==> src/rtl/des_perm_pipe.sv <==
// Pipelined DES IP/FP bit-permutation engine with a valid/ready elastic
// pipeline; the permutation is done ahead of stage 1 and later stages only carry.
module des_perm_pipe #(
  parameter int STAGES = 2,
  parameter int TAG_W  = 4
) (
  input  logic             clk,
  input  logic             rst_n,
  input  logic             flush,
  input  logic [1:64]      in_data,
  input  logic             in_mode,
  input  logic             in_swap,
  input  logic [TAG_W-1:0] in_tag,
  input  logic             in_valid,
  output logic             in_ready,
  output logic [1:64]      out_data,
  output logic [1:32]      out_L,
  output logic [1:32]      out_R,
  output logic             out_mode,
  output logic [TAG_W-1:0] out_tag,
  output logic             out_valid,
  input  logic             out_ready,
  output logic             busy
);

  generate
    if (STAGES < 1 || STAGES > 4) begin : g_bad_stages
      $error("des_perm_pipe: STAGES must be in 1..4");
    end
  endgenerate

  localparam int IPT [1:64] = '{
    58, 50, 42, 34, 26, 18, 10, 2,  60, 52, 44, 36, 28, 20, 12, 4,
    62, 54, 46, 38, 30, 22, 14, 6,  64, 56, 48, 40, 32, 24, 16, 8,
    57, 49, 41, 33, 25, 17, 9,  1,  59, 51, 43, 35, 27, 19, 11, 3,
    61, 53, 45, 37, 29, 21, 13, 5,  63, 55, 47, 39, 31, 23, 15, 7
  };

  localparam int FPT [1:64] = '{
    40, 8, 48, 16, 56, 24, 64, 32,  39, 7, 47, 15, 55, 23, 63, 31,
    38, 6, 46, 14, 54, 22, 62, 30,  37, 5, 45, 13, 53, 21, 61, 29,
    36, 4, 44, 12, 52, 20, 60, 28,  35, 3, 43, 11, 51, 19, 59, 27,
    34, 2, 42, 10, 50, 18, 58, 26,  33, 1, 41, 9,  49, 17, 57, 25
  };

  logic [1:64] x_w;
  logic [1:64] perm_w;

  // The half swap only matters on the FP path; IP ignores in_swap.
  assign x_w = (in_mode && in_swap) ? {in_data[33:64], in_data[1:32]} : in_data;

  genvar gi;
  generate
    for (gi = 1; gi <= 64; gi++) begin : g_perm
      assign perm_w[gi] = in_mode ? x_w[FPT[gi]] : in_data[IPT[gi]];
    end
  endgenerate

  // Index 0 is the pipeline input; index i is the output of stage i.
  logic [STAGES:0]  v_w;
  logic [STAGES:0]  mode_w;
  logic [1:64]      data_w [0:STAGES];
  logic [TAG_W-1:0] tag_w  [0:STAGES];

  assign v_w[0]    = in_valid;
  assign mode_w[0] = in_mode;
  assign data_w[0] = perm_w;
  assign tag_w[0]  = in_tag;

  generate
    for (gi = 1; gi <= STAGES; gi++) begin : g_stage
      logic             valid_q, valid_d;
      logic             mode_q, mode_d;
      logic [1:64]      data_q, data_d;
      logic [TAG_W-1:0] tag_q, tag_d;
      logic             ld_w;

      // A stage can load unless it and every stage after it are full and the sink stalls.
      assign ld_w = out_ready | ~(&v_w[STAGES:gi]);

      always_comb begin
        valid_d = valid_q;
        mode_d  = mode_q;
        data_d  = data_q;
        tag_d   = tag_q;
        if (flush) begin
          valid_d = 1'b0;
        end else if (ld_w) begin
          valid_d = v_w[gi-1];
          if (v_w[gi-1]) begin
            mode_d = mode_w[gi-1];
            data_d = data_w[gi-1];
            tag_d  = tag_w[gi-1];
          end
        end
      end

      always_ff @(posedge clk or negedge rst_n) begin
        if (!rst_n) begin
          valid_q <= 1'b0;
          mode_q  <= 1'b0;
          data_q  <= '0;
          tag_q   <= '0;
        end else begin
          valid_q <= valid_d;
          mode_q  <= mode_d;
          data_q  <= data_d;
          tag_q   <= tag_d;
        end
      end

      assign v_w[gi]    = valid_q;
      assign mode_w[gi] = mode_q;
      assign data_w[gi] = data_q;
      assign tag_w[gi]  = tag_q;
    end
  endgenerate

  assign in_ready  = out_ready | ~(&v_w[STAGES:1]);
  assign out_valid = v_w[STAGES];
  assign out_data  = data_w[STAGES];
  assign out_L     = data_w[STAGES][1:32];
  assign out_R     = data_w[STAGES][33:64];
  assign out_mode  = mode_w[STAGES];
  assign out_tag   = tag_w[STAGES];
  assign busy      = |v_w[STAGES:1];

endmodule

==> config.mk <==
export PLATFORM = sky130hd
export DESIGN_NAME = des_perm_pipe
export DESIGN_NICKNAME = d
export VERILOG_FILES = /design/src/rtl/des_perm_pipe.sv
export SDC_FILE = /design/constraint.sdc
export NUM_CORES = 1
export LEC_CHECK = 0
export BUFFER_PORTS_ARGS = -buffer_cell sky130_fd_sc_hd__buf_2
export CAP_MARGIN = 10
export CORE_MARGIN = 1.5
export CORE_UTILIZATION = 50
export DETAILED_ROUTE_END_ITERATION = 8
export GPL_TIMING_DRIVEN = 0
export PLACE_DENSITY = 0.74
export SLEW_MARGIN = 40
export SYNTH_ARGS = -nofsm -noshare
export SYNTH_HDL_FRONTEND = slang
export SYNTH_SLANG_ARGS = --single-unit
==> constraint.sdc <==
create_clock -name clk -period 4.45 [get_ports clk]
set_input_delay 0.2225 -clock clk [delete_from_list [all_inputs] [get_ports clk]]
set_output_delay 0.2225 -clock clk [all_outputs]
set_load 0.05 [all_outputs]
==> results of run 1 <==
-- placed cells by master, fill, tap and decap left out, drive strengths merged, types with 5 or more instances in the layout --
| master | n |
|---|---|
| buf | 361 |
| dfrtp | 140 |
| mux2 | 138 |
| a21oi | 63 |
| mux2i | 62 |
| nor2 | 62 |
| clkbuf | 29 |
| bufinv | 5 |
| clkinv | 5 |
-- flip-flops by register name (all words and copies together) (netlist names) --
register and count:
g_stage.data_q 64, out_data 64, g_stage.tag_q 4, out_tag 4, g_stage.mode_q 1, g_stage.valid_q 1
out_mode 1, out_valid 1
-- worst max path at each step --
| stage | end | cells after the start |
|---|---|---|
| detailed placement | out_data[15] | 5 |
| floorplan | g_stage[1].data_q[10] | 5 |
| CTS | out_data[15] | 5 |
| finish | out_data[15] | 5 |
| global route | out_data[23] | 5 |
| global placement | out_data[27] | 1 |
-- synthesized netlist by cell type (all sizes together) --
cell	count	share of area
a31oi	2	0.0017
buf	151	0.15
nor2b	1	0.0012
nor2	62	0.031
nor3b	1	0.0025
inv	1	0.00050
mux2i	62	0.082
nand2	2	0.0013
nand3b	1	0.00099
or2	1	0.00083
a21oi	63	0.042
and2b	1	0.0013
mux2	138	0.22
dfrtp	140	0.46
clkbuf	12	0.0059
-- area by class of cell --
class	count	area, um2	share of cell area
clock buffer	17	425	0.0444
buffer	163	1150	0.121
antenna	4	10.0	0.00105
clock inverter	15	221	0.0231
inverter	1	3.75	0.000392
sequential	140	3500	0.366
timing repair buffer	211	1120	0.117
tap	184	230	0.0240
multi-input combinational	334	2910	0.304
-- power groups by stage --
stage | Sequential [mW] | Combinational (mW) | Clock, mW
2_1_floorplan | 1.82 | 2.49 | 0
5_1_grt | 1.89 | 3.15 | 1.61
3_3_place_gp | 1.84 | 2.99 | 0
4_1_cts | 1.84 | 3.04 | 1.56
6_report | 1.83 | 3.02 | 1.53
3_5_place_dp | 1.86 | 3.03 | 0
-- logic make-up (layout without fill, tap and decap cells) --
| logic type | count (synthesis) | after routing | share of synthesized area |
|---|---|---|---|
| flops | 140 | 140 | 0.463 |
| mux | 200 | 200 | 0.302 |
| simple gates | 69 | 69 | 0.0388 |
| compound gates | 65 | 65 | 0.0433 |
| buf+inv | 164 | 407 | 0.153 |
| other cells | 0 | 4 | 0 |
-- metal layers --
layer / up-vias / part of all wire / track usage
li1: 2532 / - / -
met1: 2459 / 0.46 / 0.286
met2: 142 / 0.47 / 0.336
met3: 46 / 0.041 / 0.0450
met4: 2 / 0.036 / 0.109
met5: - / 0.00042 / 0
-- per-stage QoR --
stage           util  std cells  cell area [um2]  hold slack, ps  power [mW]
6_report       0.654       1069             9570            33.5        6.39
3_3_place_gp   0.604       1030             8840             453        4.84
3_5_place_dp   0.608       1032             8910             243        4.89
2_1_floorplan      -        638             7570           -73.1        4.31
4_1_cts        0.653       1065             9560            17.0        6.44
5_1_grt        0.654       1068             9570            27.5        6.66
-- timing repair --
item                                   in CTS  in global routing
endpoints found under the hold margin      74                  0
hold buffers                                1                  0
buffers inserted                            0                  0
-- worst reg2reg max path, stage by stage (launching register included) --
cell,delay [ps]
dfrtp_1,400
nor2b_2,180
nor3b_4,420
buf_4,280
buf_6,180
mux2_1,330
==> results_dict.tcl, run 1 <==
set metrics [dict create \
    hold_start "flush" \
    syn_inst 638 \
    max_stage_delay_ps 420 \
    clkSinkCount 140 \
    pin_count 211 \
    cp-end-kind "flop" \
    path_class "flop to flop" \
    violations "design-rule violations" \
    wl_mm 16.6 \
    dr.first_iter.drc_count 220 \
    place.gp.congestion 0.882 \
    reg2reg_from "out_valid" \
    final_hold_viol_count 0 \
    synth.net_count 713 \
    routed_via_density 4.85 \
    wl_per_cell_um 15.5 \
    worst_pin_slew_ps 508 \
    slew_violations 0 \
    synth-seq-area-share 0.463 \
    grt_pass1_wl_mm 26.6 \
    r2r_end "out_data[15]" \
    dp_hpwl_mm 12.7 \
    cts_root_buf "clkbuf_16" \
    ys_types 21 \
    hold_end "out_valid" \
    portBuffers 208 \
    core_um2 14600 \
    die_h_um 126 \
    p_comb_frac 0.473 \
    cts_tree "built" \
    worstHoldPathCells 2 \
    leakage_nw 4.79 \
    skew_ps 5.02 \
    synth_area_um2 7570 \
    critPathLaunchType "flop" \
    switching_share 0.424 \
    fin_crit_ps 1910 \
    track_usage 0.215 \
    clock.fmax_ghz 0.523 \
    fillers 1124 \
    avgSynthCellArea_um2 11.9 \
    firstDrtPassIters 9 \
    postRouteAntennaNets 0 \
    vias 5181 \
    synth_seq_cells 140 \
    cp_top_family "simple AND/OR/NAND/NOR gates" \
    pre_cts_slack_ps 2530 \
    fin_ws_ps 2540 \
    cts-resized-gates 0 \
    clk_path_buf_depth 2 \
    cap_violations 0 \
    power.share.clock 0.240 \
    numCtsBuffers 17 \
    slew_headroom 0.661 \
    crit_fanout 10 \
    cp_slowest_cell "nor3b_4" \
    seq_power_share 0.287 \
    rows 44 \
    arrival_ps 2210 \
    p_int_mw 3.68 \
    cts.clk_slew.worst_paths_ps 60 \
    rr_worst_depth 5 \
    drive_above_1_share 0.596 \
    drc_errors 16 \
    start_util 0.517 \
    switchingPower_mw 2.71 \
    htreeDepth 4 \
    grt_remaining_overflow 0 \
    path_cells "nor2b_2 > nor3b_4 > buf_4 > buf_6 > mux2_1" \
    crit_buf_inv 2 \
    die_area_um2 15900 \
    setup_viol 0 \
    status "finished with violations" \
    reg2reg_slack_ps 2540 \
    antenna_found_initial 5 \
    rsz0062_at_grt "false" \
    hold_path.class "input port to flop" \
    period_share 0.430 \
    grt_pass1_vias 5117 \
    fin_setup_tns_ps 0 \
    ys_warn_count 0 \
    syn2layout_area_growth_pct 26.5 \
    grt_start_max_net_pins 76 \
    crit_required_ps 4740 \
    nets 943 \
    die_x_um 126 \
    irDropWorstVdd_mv 0.437 \
    timing.critical_path.from "out_valid" \
    p_per_area_nw_per_um2 667 \
    clk_latency_ps 410 \
]
No activity file was read; power rests on OpenSTA's default activity.
==> run 2, diff against run 1 <==
Settings changed: CORE_UTILIZATION 50 to 48.
Clock period 4.45 ns to 1.75 ns, I/O delays scaled along.
==> run 2 against run 1 <==
Against the previous run: the run now ends clean; worst setup slack got worse by 2500 ps; cell area rose by 1.0%; non-clock buffer count rose by 10; first-iteration DRC count rose by 30%; sequential share of layout area fell by 0.36 points; register-to-register slack got worse by 2500 ps; combinational power rose to 2.6 times the previous value; die area rose by 4.1%; critical path depth did not move; sequential power rose to 2.6 times the previous value; global-route usage rose by 0.086 points; critical path type unchanged; largest cell class unchanged.
==> results_dict.tcl, run 2 (same netlist as run 1, synthesis figures left out) <==
set metrics [dict create \
    power_mw 16.1 \
    worst_pin_slew_ps 542 \
    slew_headroom 0.638 \
    numCtsBuffers 17 \
    portBuffers 208 \
    place_area_um2 8910 \
    final_hold_viol_count 0 \
    final_cell_mix "buf_2 (218), dfrtp_1 (139), buf_4 (132)" \
    grt_start_max_net_pins 72 \
    clock.fmax_ghz 0.589 \
    cts_tree "built" \
    slew_violations 0 \
    arrival_ps 2010 \
    path_class "flop to flop" \
    crit_fanout 10 \
    cp-end-kind "flop" \
    hold_path.class "input port to flop" \
    postRouteAntennaNets 0 \
    layout_commonest_cell "buf_2" \
    fin_area_um2 9670 \
    dp_hpwl_mm 12.9 \
    period_share 0.971 \
    die_area_um2 16500 \
    nets 953 \
    clkSinkCount 140 \
    p_per_area_nw_per_um2 1660 \
    seq_power_share 0.291 \
    htreeDepth 4 \
    rows 45 \
    cts_root_buf "clkbuf_16" \
    critPathLaunchType "flop" \
    antenna_found_initial 2 \
    vias 5280 \
    syn2layout_area_growth_pct 27.8 \
    wl_per_cell_um 15.7 \
    status "finished, final reports clean" \
    drc_errors 0 \
    cap_violations 0 \
    place.gp.congestion 0.888 \
    power.share.clock 0.231 \
    switching_share 0.434 \
    grt_remaining_overflow 0 \
    cts.clk_slew.worst_paths_ps 60 \
    p_int_mw 9.11 \
    start_util 0.494 \
    setup_viol 0 \
    fillers 1298 \
    routed_via_density 4.78 \
    dr.first_iter.drc_count 285 \
    die_h_um 129 \
    p_comb_frac 0.479 \
    die_x_um 129 \
    drive_above_1_share 0.594 \
    switchingPower_mw 6.99 \
    crit_required_ps 2060 \
    leakage_nw 4.81 \
    clk_path_buf_depth 2 \
    skew_ps 8.33 \
    track_usage 0.216 \
    rsz0062_at_grt "false" \
    grt_pass1_vias 5267 \
    core_um2 15300 \
    irDropWorstVdd_mv 1.30 \
    firstDrtPassIters 5 \
    clk_latency_ps 420 \
    fin_crit_ps 1700 \
    wl_mm 17.3 \
    grt_pass1_wl_mm 27.2 \
    pin_count 211 \
]
run 2: cell types whose count changed in the layout (fill, tap and decap cells not counted), sizes merged, moves of 2 or more:
cell / delta
bufinv: -2
clkbuf: +5
buf: -2
diode: -2
dlygate4sd3: +7
inv: +4
run 2: critical path, cell delays in order (launching register included):
cell and delay (ps):
dfrtp_1 390, nand3b_1 280, nand2_2 190, buf_6 200, buf_6 200, mux2_4 310
run 2: metal layers:
metal  track usage  wire length [um]  vias to the layer above
met2         0.358              8560                      150
li1              -                 -                     2548
met4         0.104               540                        0
met5             0                 0                        -
met1         0.275              7600                     2547
met3        0.0391               618                       35
run 2: layout make-up:
class	instances	area, um2	area share
diodes	2	5.00	0.000518
plain buffers	162	1160	0.120
clock buffers	17	425	0.0440
clock inverters	15	188	0.0194
inverters	1	3.75	0.000388
multi-input cells	334	2910	0.301
flip-flops and latches	140	3500	0.362
well taps	211	264	0.0273
repair buffers	222	1210	0.125
run 2: power by group through the flow:
stage / sequential [mW] / clock (mW) / combinational, mW
floorplan: 4.64 / 0 / 6.33
global placement: 4.70 / 0 / 7.61
detailed placement: 4.73 / 0 / 7.70
CTS: 4.69 / 3.76 / 7.75
global route: 4.82 / 3.90 / 8.06
finish: 4.68 / 3.71 / 7.71
run 2: per-stage QoR:
stage | hold WS, ps | setup TNS [ps] | utilization | setup slack [ps] | std cells
3_3_place_gp | 311 | -194700 | 0.580 | -1580 | 1057
5_1_grt | 35.1 | 0 | 0.631 | 11.3 | 1104
3_5_place_dp | 81.9 | -7100 | 0.582 | -185 | 1058
6_report | 24.3 | 0 | 0.631 | 51.0 | 1104
4_1_cts | 19.0 | 0 | 0.629 | 13.0 | 1099
2_1_floorplan | -208 | -20150 | - | -339 | 638
run 2: path summary, 6_finish.rpt:
check | cells past startpoint | slack [ps] | endpoint | from
max | 5 | 50 | g_stage[1].data_q[29] | g_stage[1].valid_q
min | 3 | 20 | g_stage[1].data_q[46] | in_data[51]
max reg2reg | 5 | 50 | g_stage[1].data_q[29] | g_stage[1].valid_q
min reg2reg | 1 | 500 | out_data[24] | g_stage[1].data_q[24]
max in group asynchronous | 3 | 830 | out_valid | rst_n
min in group asynchronous | 2 | 200 | out_data[41] | rst_n
run 2: repair_timing:
action,4_1_cts,5_1_grt
endpoints found under the setup margin,66,119
gates resized for setup,2,6
buffers inserted,1,4
hold buffers,8,0
pin swaps,1,2
endpoints found under the hold margin,75,0
